**config.mk**
```make
export PLATFORM = sky130hd
export DESIGN_NAME = fetch_queue
export DESIGN_NICKNAME = d
export VERILOG_FILES = /design/src/rtl/pipeline_pkg.sv /design/src/rtl/fetch_queue_mem.sv /design/src/rtl/fetch_queue.sv
export SDC_FILE = /design/constraint.sdc
export NUM_CORES = 1
export LEC_CHECK = 0
export ABC_AREA = 1
export ABC_CLOCK_PERIOD_IN_PS = 8800
export CAP_MARGIN = 40
export CELL_PAD_IN_SITES_DETAIL_PLACEMENT = 1
export CELL_PAD_IN_SITES_GLOBAL_PLACEMENT = 2
export CORE_UTILIZATION = 31
export CTS_BUF_LIST = sky130_fd_sc_hd__clkbuf_4
export CTS_CLUSTER_SIZE = 20
export DETAILED_ROUTE_END_ITERATION = 16
export HOLD_SLACK_MARGIN = 0.05
export PLACE_DENSITY_LB_ADDON = 0.1
export SYNTH_ARGS = -nofsm -noshare
export SYNTH_HDL_FRONTEND = slang
export SYNTH_SLANG_ARGS = --single-unit
```
**constraint.sdc**
```tcl
create_clock -name clk -period 8.8 [get_ports clk]
set_input_delay 2.64 -clock clk [delete_from_list [all_inputs] [get_ports clk]]
set_output_delay 2.64 -clock clk [all_outputs]
set_load 0.05 [all_outputs]
```
**src/rtl/pipeline_pkg.sv**
```systemverilog
// pipeline_pkg: shared pipeline constants and fetch-queue entry type
package pipeline_pkg;
  localparam int XLEN = 32;
  localparam logic [31:0] NOP_INSTR = 32'h00000013;
  typedef struct packed {
    logic [XLEN-1:0] pc;
    logic [XLEN-1:0] instruction;
  } fq_entry_t;
endpackage

```
**src/rtl/fetch_queue_mem.sv**
```systemverilog
// fetch_queue_mem: DEPTH x W register array, one sync write port, one async read port
module fetch_queue_mem #(
  parameter int DEPTH = 4,
  parameter int W = 64,
  localparam int AW = $clog2(DEPTH)
) (
  input  logic          clk,
  input  logic          we,
  input  logic [AW-1:0] waddr,
  input  logic [W-1:0]  wdata,
  input  logic [AW-1:0] raddr,
  output logic [W-1:0]  rdata
);
  logic [W-1:0] mem_q [DEPTH];
  // storage is intentionally not reset; pointers and count define validity
  always_ff @(posedge clk) begin
    if (we) mem_q[waddr] <= wdata;
  end
  assign rdata = mem_q[raddr];
endmodule

```
**src/rtl/fetch_queue.sv**
```systemverilog
// fetch_queue: IF->ID prefetch FIFO with flush; optional FETCH_QUEUE_BYPASS_EN zero-latency bypass when empty
module fetch_queue #(
  parameter int DEPTH = 4,
  parameter int XLEN = pipeline_pkg::XLEN,
  localparam int AW = $clog2(DEPTH),
  localparam int CW = AW + 1
) (
  input  logic            clk,
  input  logic            rst,
  input  logic            flush,
  input  logic            if_valid,
  output logic            if_ready,
  input  logic [XLEN-1:0] if_pc,
  input  logic [XLEN-1:0] if_instruction,
  output logic            id_valid,
  input  logic            id_ready,
  output logic [XLEN-1:0] id_pc,
  output logic [XLEN-1:0] id_instruction,
  output logic [CW-1:0]   count,
  output logic            full,
  output logic            empty
);
  import pipeline_pkg::*;
  logic [AW-1:0] wr_ptr_q, wr_ptr_d, rd_ptr_q, rd_ptr_d;
  logic [CW-1:0] count_q, count_d;
  logic [2*XLEN-1:0] rd_data;
  logic byp, push, pop, wr_en, rd_en;
  assign full = count_q == CW'(DEPTH);
  assign empty = count_q == '0;
  assign count = count_q;
  assign if_ready = ~full;
`ifdef FETCH_QUEUE_BYPASS_EN
  assign byp = empty & ~flush & if_valid;
`else
  assign byp = 1'b0;
`endif
  assign id_valid = (~empty | byp) & ~flush;
  assign push = if_valid & if_ready;
  assign pop = id_valid & id_ready;
  // a bypassed entry consumed this cycle is never written; pops only drain stored entries
  always_comb begin
    wr_en = push & ~flush & ~(byp & id_ready);
    rd_en = pop & ~empty;
    wr_ptr_d = flush ? '0 : wr_ptr_q + AW'(wr_en);
    rd_ptr_d = flush ? '0 : rd_ptr_q + AW'(rd_en);
    count_d = flush ? '0 : count_q + CW'(wr_en) - CW'(rd_en);
  end
  // pointer and occupancy state
  always_ff @(posedge clk or posedge rst) begin
    if (rst) begin
      wr_ptr_q <= '0;
      rd_ptr_q <= '0;
      count_q <= '0;
    end else begin
      wr_ptr_q <= wr_ptr_d;
      rd_ptr_q <= rd_ptr_d;
      count_q <= count_d;
    end
  end
  fetch_queue_mem #(.DEPTH(DEPTH), .W(2*XLEN)) u_mem (
    .clk(clk),
    .we(wr_en),
    .waddr(wr_ptr_q),
    .wdata({if_pc, if_instruction}),
    .raddr(rd_ptr_q),
    .rdata(rd_data)
  );
  // head output: bypass, then stored head, else a NOP bubble when empty
  always_comb begin
    id_pc = byp ? if_pc : empty ? '0 : rd_data[2*XLEN-1:XLEN];
    id_instruction = byp ? if_instruction : empty ? XLEN'(NOP_INSTR) : rd_data[XLEN-1:0];
  end
endmodule

```
[Word level (Yosys, flattened, before mapping)]
Memories as Yosys holds them, arrays and structs flattened.
Cells that the tools add are included.
Storage, ports and cells
  register bits: 7
  RAM bits: 256
  output and inout bits: 71
  logic and storage cells: 25
  memories: 1
Memory list
  u_mem.mem_q: depth 4, bits a word 64, read ports 1, clocked after memory_dff 0, write ports 1, line fetch_queue_mem.sv:14  | logic [W-1:0] mem_q [DEPTH];
Operators by class
  add/subtract/negate cells: 4
  eq/ne operators: 1
  multiplexer cells: 7
  bitwise operators: 8
  reductions and logical operators: 1
Operators by type and width (number)
  32-bit two-way mux: 2
  1-bit bitwise AND: 5
  2-bit by 1-bit adder with 2-bit output: 2
  2-bit two-way mux: 2
  3-bit by 1-bit adder with 3-bit output: 1
  3-bit equality test (second input constant): 1
  3-bit zero test: 1
  3-bit two-way mux: 1
  1-bit NOT: 3
  3-bit by 1-bit subtractor with 3-bit output: 1
  1-bit two-way mux: 2

[Depth between registers and ports, before layout]
Gate-level depths: netlist (run 1).
  depth after elaboration: 7
  mapped depth: 11
  mapped depth without buffers: 11

[Cells and area by module]
A second synthesis (run 1) with hierarchy kept.
Second synthesis, totals
  cells, all modules: 1186
  area total of the unflattened synthesis: 11674.9 sq um
By module, submodules not included
  fetch_queue_mem: times used 1, cells each 1010, area each 10761.6 sq um, seq. area each 7687.4 sq um
  fetch_queue: times used 1, cells each 176, area each 913.4 sq um, seq. area each 175.2 sq um

[Worst setup path before layout (run 1)]
OpenSTA, ideal clock, no wires.
  kind: input-to-reg
  start point: in flush
  end point: mem u_mem.mem_q[0][0] (enable)
  setup time: 487 ps
  data arrival time: 5630 ps
  path slack: 2683 ps
  stages: 3
  path buffers: 0
  path through: inv_1 -> nand3_1 -> nor2_1
Between the ends
  word-level cells in the longest chain between the ends: 4
RTL lines
  start, declared: line fetch_queue.sv:10  | input logic flush,
  1-bit NOT: line fetch_queue.sv:42  | wr_en = push & ~flush & ~(byp & id_ready);
  1-bit bitwise AND: line fetch_queue.sv:42
  1-bit two-way mux: line fetch_queue_mem.sv:17  | if (we) mem_q[waddr] <= wdata;
  1-bit two-way mux (implied by the code): line fetch_queue_mem.sv:17
  end, declared: line fetch_queue_mem.sv:14
No other way between the ends.

[Worst setup path in the final report (run 1)]
  start point: in flush
  end point: out id_valid
Between the ends
  word-level cells in the longest chain between the ends: 2
RTL lines
  1-bit NOT: line fetch_queue.sv:37  | assign id_valid = (~empty | byp) & ~flush;
  1-bit bitwise AND: line fetch_queue.sv:37
  end, declared: line fetch_queue.sv:15  | output logic id_valid,
No other way between the ends.

==> results.cfg, run 1 <==
[clocking]
path_clk_slew_ps = 60
post-cts-setup-buffer-count = 0
ctsResizeCount = 0
clk_root_buffer_cell = sky130_fd_sc_hd__clkbuf_4
clock_tree_from_tritoncts = built
clk_latency_ps = 650
h-tree-depth = 3
cts_num_sinks = 263
ctsHoldBuffers = 0
ctsLongestPathBuffers = 3
cts-buffers-inserted = 73

[logic_synthesis]
synth_warnings = 0
synth.net_count = 1128
synth_area_leaders = sky130_fd_sc_hd__edfxtp_1 69%, sky130_fd_sc_hd__nand2_1 9.0%, sky130_fd_sc_hd__inv_1 8.7%
synth-edff-count = 256
synthesized_area_divided_by_synthesized_cell_count_um2 = 10.62
yosysSeqAreaShare = 0.7027
synth-seq-cells = 263
mappedNetlistArea_mm2 = 0.01119
synth_top_cell_by_area = sky130_fd_sc_hd__edfxtp_1
synth_ff_type = sky130_fd_sc_hd__edfxtp_1
synth_async_sr_flop_share = 0.02662
post-synth-top-area-fraction = 0.6870
post-synth-top-count-cell = sky130_fd_sc_hd__nand2_1
netlist_instances = 1054
synth_commonest_cells = 269 x sky130_fd_sc_hd__nand2_1, 258 x sky130_fd_sc_hd__inv_1, 256 x sky130_fd_sc_hd__edfxtp_1
synthDistinctLibCells = 15

[floorplanning]
die_area_mm2 = 0.03686
die_w_um = 192.0
io_pins = 140
overall_die_height_um = 192.0
placement_rows = 69
placeable_core_region_mm2 = 0.03557
initial_utilization = 0.3146

[setup_path]
timing.critical_path.to_type = output port
crit_top_cell = sky130_fd_sc_hd__clkdlybuf4s50_1
path_cells = clkdlybuf4s50_1, nor2_1, clkdlybuf4s50_1
r2r_setup_slk_ps = 6080
critical_path.slowest_cell = sky130_fd_sc_hd__clkdlybuf4s50_1
cp_data_required_time_ps = 6160
cp.arrival_ps = 4140
timing.rr.start = count[1]$_DFF_PP0_
critical_path_peak_fanout = 7
rr_endpoint = u_mem.mem_q[1][42]$_DFFE_PP_
timing.critical_path.slowest_cell_delay_ps = 820
r2r_cells = 6
crit_type = in -> out
startpoint_type = input port

[drt]
ant_nets = 0
postRouteWirelength_um = 28300
drc_errors = 0
vias_per_cell = 4.333
drt_iter0_drc = 171
detailedRoute.firstPassIterationCount = 4
routed-via-count = 7605
routedWlPerCell_um = 16.13

[global_routing]
grt_max_degree = 68
grt_antenna_before_repair = 4
first_global_vias = 7884
grt_remaining_overflow = 0
grt_pass1_wl_um = 43060
gr-usage-all-layers = 0.1579

[timing]
slew_viol_final = 0
final_critical_path_setup_slack_ps = 2023
final.period_utilization = 0.7701
grt_setup_unrepaired = no
timing.setup.tns_ps = 0
report.final.setup_viol = 0
hold_slack_ps = 523.5
final_hold_viol_count = 0
period_minus_slack_ps = 6777
worst-slew-pin-transition_ps = 851.3
slew-limit-headroom = 0.4325
fin_skew_ps = 20.46
fmaxAchievable_ghz = 0.1476

[layout]
post_route_cells_drive_above_1_share = 0.1075
number_of_nets_in_the_layout = 1310
finish.utilization = 0.3966
flow.area_growth_from_synthesis_pct = 26.08

[placement]
port-buffer-count = 139
hpwlAfterDp_um = 15930
gp_routability_congestion = 0.6763
place_ws_ps = 2016

[hold_path]
worst_hold_startpoint = wr_ptr_q[1]$_DFF_PP0_
hold_critical_path_endpoint = wr_ptr_q[1]$_DFF_PP0_
worst_hold_path.num_cells = 1
timing.hold.worst.class = reg -> reg

[flow_run]
maxCapViolCount = 0

[power]
power_leakage_uw = 0.005982
power-per-cell-area_mw_per_mm2 = 294.8
peak_supply_drop_mv = 0.3185
power_uw = 4159

[status]
status = finished, final reports clean
==> worst max-delay path: cells and delay by family <==
kind / cells / cell delay [ps]
buffers and inverters: 2 / 1340
and+or+nand+nor: 1 / 150
==> flip-flops by register name (all words and copies together) (netlist names) <==
name and cells:
count 3, rd_ptr_q 2, wr_ptr_q 2, u_mem.mem_q 256
==> area by class of cell <==
type | instances | area, um^2
antenna | 1 | 2.502
clock buffer | 111 | 833.3
clock inverter | 21 | 81.33
fill | 3970 | 21460
inverter | 261 | 982.2
multi-input combinational | 483 | 2147
sequential | 263 | 7868
tap | 461 | 576.8
timing repair buffer | 154 | 1617
==> through the flow <==
stage	instance area [um^2]	std cells
global route	14110	1755
floorplan	11190	1054
detailed placement	13190	1622
global placement	13030	1616
CTS	14100	1754
finish	14110	1755
==> layer usage <==
layer / up-vias / routed length, um / track usage
met5: - / 51 / 0
met4: 6 / 363 / 0.04785
met3: 35 / 1709 / 0.05262
met2: 157 / 13810 / 0.2691
met1: 3646 / 12360 / 0.1880
li1: 3761 / - / -
==> how the worst max path moves through the flow <==
stage | cells past startpoint | slack [ps] | endpoint | startpoint
floorplan | 3 | 2680 | u_mem.mem_q[0][0]$_DFFE_PP_ | flush
global placement | 3 | 2020 | id_valid | flush
detailed placement | 3 | 2020 | id_valid | flush
CTS | 3 | 2000 | id_valid | flush
global route | 3 | 1950 | id_valid | flush
finish | 3 | 2020 | id_valid | flush
==> cell usage in the layout (no fill, tap or decap), drive strengths merged <==
master,n
a21oi,63
and3,1
buf,15
clkbuf,111
clkdlybuf4s50,139
clkinv,19
dfrtp,7
diode,1
edfxtp,256
fa,1
ha,4
inv,263
nand2,269
nand3,132
nor2,11
o21ai,1
xnor2,1
==> where the power goes <==
part           total, uW  internal [uW]  switching, uW
Sequential          1490           1440           49.0
Combinational       1610            461           1150
Clock               1060            574            487
==> cells by family (layout without fill, tap and decap cells) <==
family          count (synthesis)  after routing  share of synthesized area
fa+ha+maj                       5              5                   0.006262
buf+inv                       308            547                     0.1081
compound gates                 64             64                    0.02863
flops                         263            263                     0.7027
simple gates                  413            413                     0.1535
xor+xnor                        1              1                  0.0007829
other cells                     0              1                          0
(Power assumes the default switching activity.)
==> run 2: changes to the inputs <==
--- a/config.mk
+++ b/config.mk
@@ -6,7 +6,7 @@
 export NUM_CORES = 1
 export LEC_CHECK = 0
 export ABC_AREA = 1
-export ABC_CLOCK_PERIOD_IN_PS = 8800
+export ABC_CLOCK_PERIOD_IN_PS = 6800
 export CAP_MARGIN = 40
 export CELL_PAD_IN_SITES_DETAIL_PLACEMENT = 1
 export CELL_PAD_IN_SITES_GLOBAL_PLACEMENT = 2
==> constraint.sdc (replaced) <==
create_clock -name clk -period 6.8 [get_ports clk]
set_input_delay 2.04 -clock clk [delete_from_list [all_inputs] [get_ports clk]]
set_output_delay 2.04 -clock clk [all_outputs]
set_load 0.05 [all_outputs]
==> results.cfg, run 2 (same netlist as run 1, synthesis figures left out) <==
[status]
status = finished, final reports clean

[global_routing]
gr-usage-all-layers = 0.1585
grt_max_degree = 56
grt_remaining_overflow = 0
first_global_vias = 7892
grt_antenna_before_repair = 4
grt_pass1_wl_um = 43100

[power]
power-per-cell-area_mw_per_mm2 = 386.7
power_leakage_uw = 0.006019
peak_supply_drop_mv = 0.4150

[setup_path]
timing.critical_path.slowest_cell_delay_ps = 750
rr_endpoint = count[2]$_DFF_PP0_
cp.arrival_ps = 3710
cp_data_required_time_ps = 4760
r2r_cells = 11
startpoint_type = register
timing.critical_path.to_type = output port
timing.rr.start = count[1]$_DFF_PP0_
critical_path.slowest_cell = sky130_fd_sc_hd__clkdlybuf4s50_1
worst_setup_path_startpoint = rd_ptr_q[0]$_DFF_PP0_
r2r_setup_slk_ps = 4320
path_cells = buf_4, buf_4, nand2_1, nand3_1, a21oi_1, clkdlybuf4s50_1
crit_type = reg -> out
critical_path_peak_fanout = 52
crit_top_cell = sky130_fd_sc_hd__buf_4

[layout]
fin_cells = 1756
layout_commonest_cell = sky130_fd_sc_hd__nand2_1
mostFrequentLayoutCells = 269 x sky130_fd_sc_hd__nand2_1, 258 x sky130_fd_sc_hd__inv_1, 256 x sky130_fd_sc_hd__edfxtp_1
flip_flop_count_of_the_largest_register_all_copies_and_words_added = 256
final-seq-area_mm2 = 0.007868
number_of_nets_in_the_layout = 1312
area_of_the_multi_input_gates_mm2 = 0.002147
post_route_cells_drive_above_1_share = 0.1115
max_flop_register = u_mem.mem_q
finish.utilization = 0.3983
flow.area_growth_from_synthesis_pct = 26.62
fillers = 4026

[floorplanning]
placement_rows = 69
placeable_core_region_mm2 = 0.03557
die_w_um = 192.0
die_area_mm2 = 0.03686
initial_utilization = 0.3146
overall_die_height_um = 192.0
io_pins = 140

[hold_path]
worst_hold_path.num_cells = 1
timing.hold.worst.class = reg -> reg
hold_critical_path_endpoint = wr_ptr_q[1]$_DFF_PP0_
worst_hold_startpoint = wr_ptr_q[1]$_DFF_PP0_

[timing]
final.period_utilization = 0.8452
timing.setup.tns_ps = 0
worst-slew-pin-transition_ps = 777.9
period_minus_slack_ps = 5748
slew_viol_final = 0
fin_skew_ps = 38.45
final_critical_path_setup_slack_ps = 1052
grt_setup_unrepaired = no
slew-limit-headroom = 0.4807
fmaxAchievable_ghz = 0.1740
final_hold_viol_count = 0
report.final.setup_viol = 0

[drt]
drt_iter0_drc = 233
postRouteWirelength_um = 28380
detailedRoute.firstPassIterationCount = 4
drc_errors = 0
ant_nets = 0
vias_per_cell = 4.344
routed-via-count = 7628
routedWlPerCell_um = 16.16

[placement]
place_ws_ps = 1224
gp_routability_congestion = 0.6693
hpwlAfterDp_um = 15930
port-buffer-count = 139
place.detailed.instances = 1624

[clocking]
cts_num_sinks = 263
ctsLongestPathBuffers = 3
cts-buffers-inserted = 73
clock_tree_from_tritoncts = built
clk_latency_ps = 690
ctsResizeCount = 0
post-cts-setup-buffer-count = 0
ctsHoldBuffers = 0
path_clk_slew_ps = 60
h-tree-depth = 3
clk_root_buffer_cell = sky130_fd_sc_hd__clkbuf_4

[flow_run]
maxCapViolCount = 0
[run 2: changes by cell type in the layout (fill, tap and decap cells not counted), sizes merged]
cell / before / now
buf: 15 / 17
clkinv: 19 / 11
bufinv: 0 / 2
diode: 1 / 3
inv: 263 / 266
[run 2: per-stage QoR]
stage / total power, uW / hold WS, ps / instance area, um^2
5_1_grt: 5785 / 574.5 / 14170
3_5_place_dp: 4110 / 534.1 / 13210
4_1_cts: 5600 / 539.4 / 14160
6_report: 5479 / 529.2 / 14170
2_1_floorplan: 3304 / 478.6 / 11190
3_3_place_gp: 4088 / 516.7 / 13130
[run 2: how the worst max path moves through the flow]
stage          depth (start not counted)                          end  slack (ps)
3_3_place_gp                           3                     id_valid        1210
4_1_cts                                6           id_instruction[15]         880
5_1_grt                                6           id_instruction[24]         770
3_5_place_dp                           3                     id_valid        1220
6_report                               6           id_instruction[15]        1050
2_1_floorplan                          3  u_mem.mem_q[0][0]$_DFFE_PP_        1280
[run 2: power breakdown]
part	internal, uW	switching (uW)	total [uW]
Combinational	616	1510	2120
Sequential	1870	44.6	1910
Clock	816	627	1440
Total	3300	2180	5480
[run 2: worst max-delay path: cells and delay by family (launching register included)]
family / cells / cell delay (ps)
buffers and inverters: 3 / 1880
flip-flops: 1 / 730
AND/OR/NAND/NOR: 2 / 240
AO/OA/AOI/OAI: 1 / 110
[run 2: final cells by class]
class                   count  share of cell area
inverters                 261             0.06932
flip-flops and latches    263              0.5553
clock buffers             111             0.05881
clock inverters            18            0.008478
multi-input cells         483              0.1515
well taps                 461             0.04071
diodes                      3           0.0005298
repair buffers            156              0.1153
[run 2: per-layer routing]
metal | share of wire | track usage | wire (um) | up-vias
met5 | 0.0012 | 0 | 34 | -
met4 | 0.013 | 0.05694 | 371 | 4
met3 | 0.055 | 0.04586 | 1573 | 41
met2 | 0.49 | 0.2703 | 13980 | 150
met1 | 0.44 | 0.1894 | 12420 | 3673
li1 | - | - | - | 3760
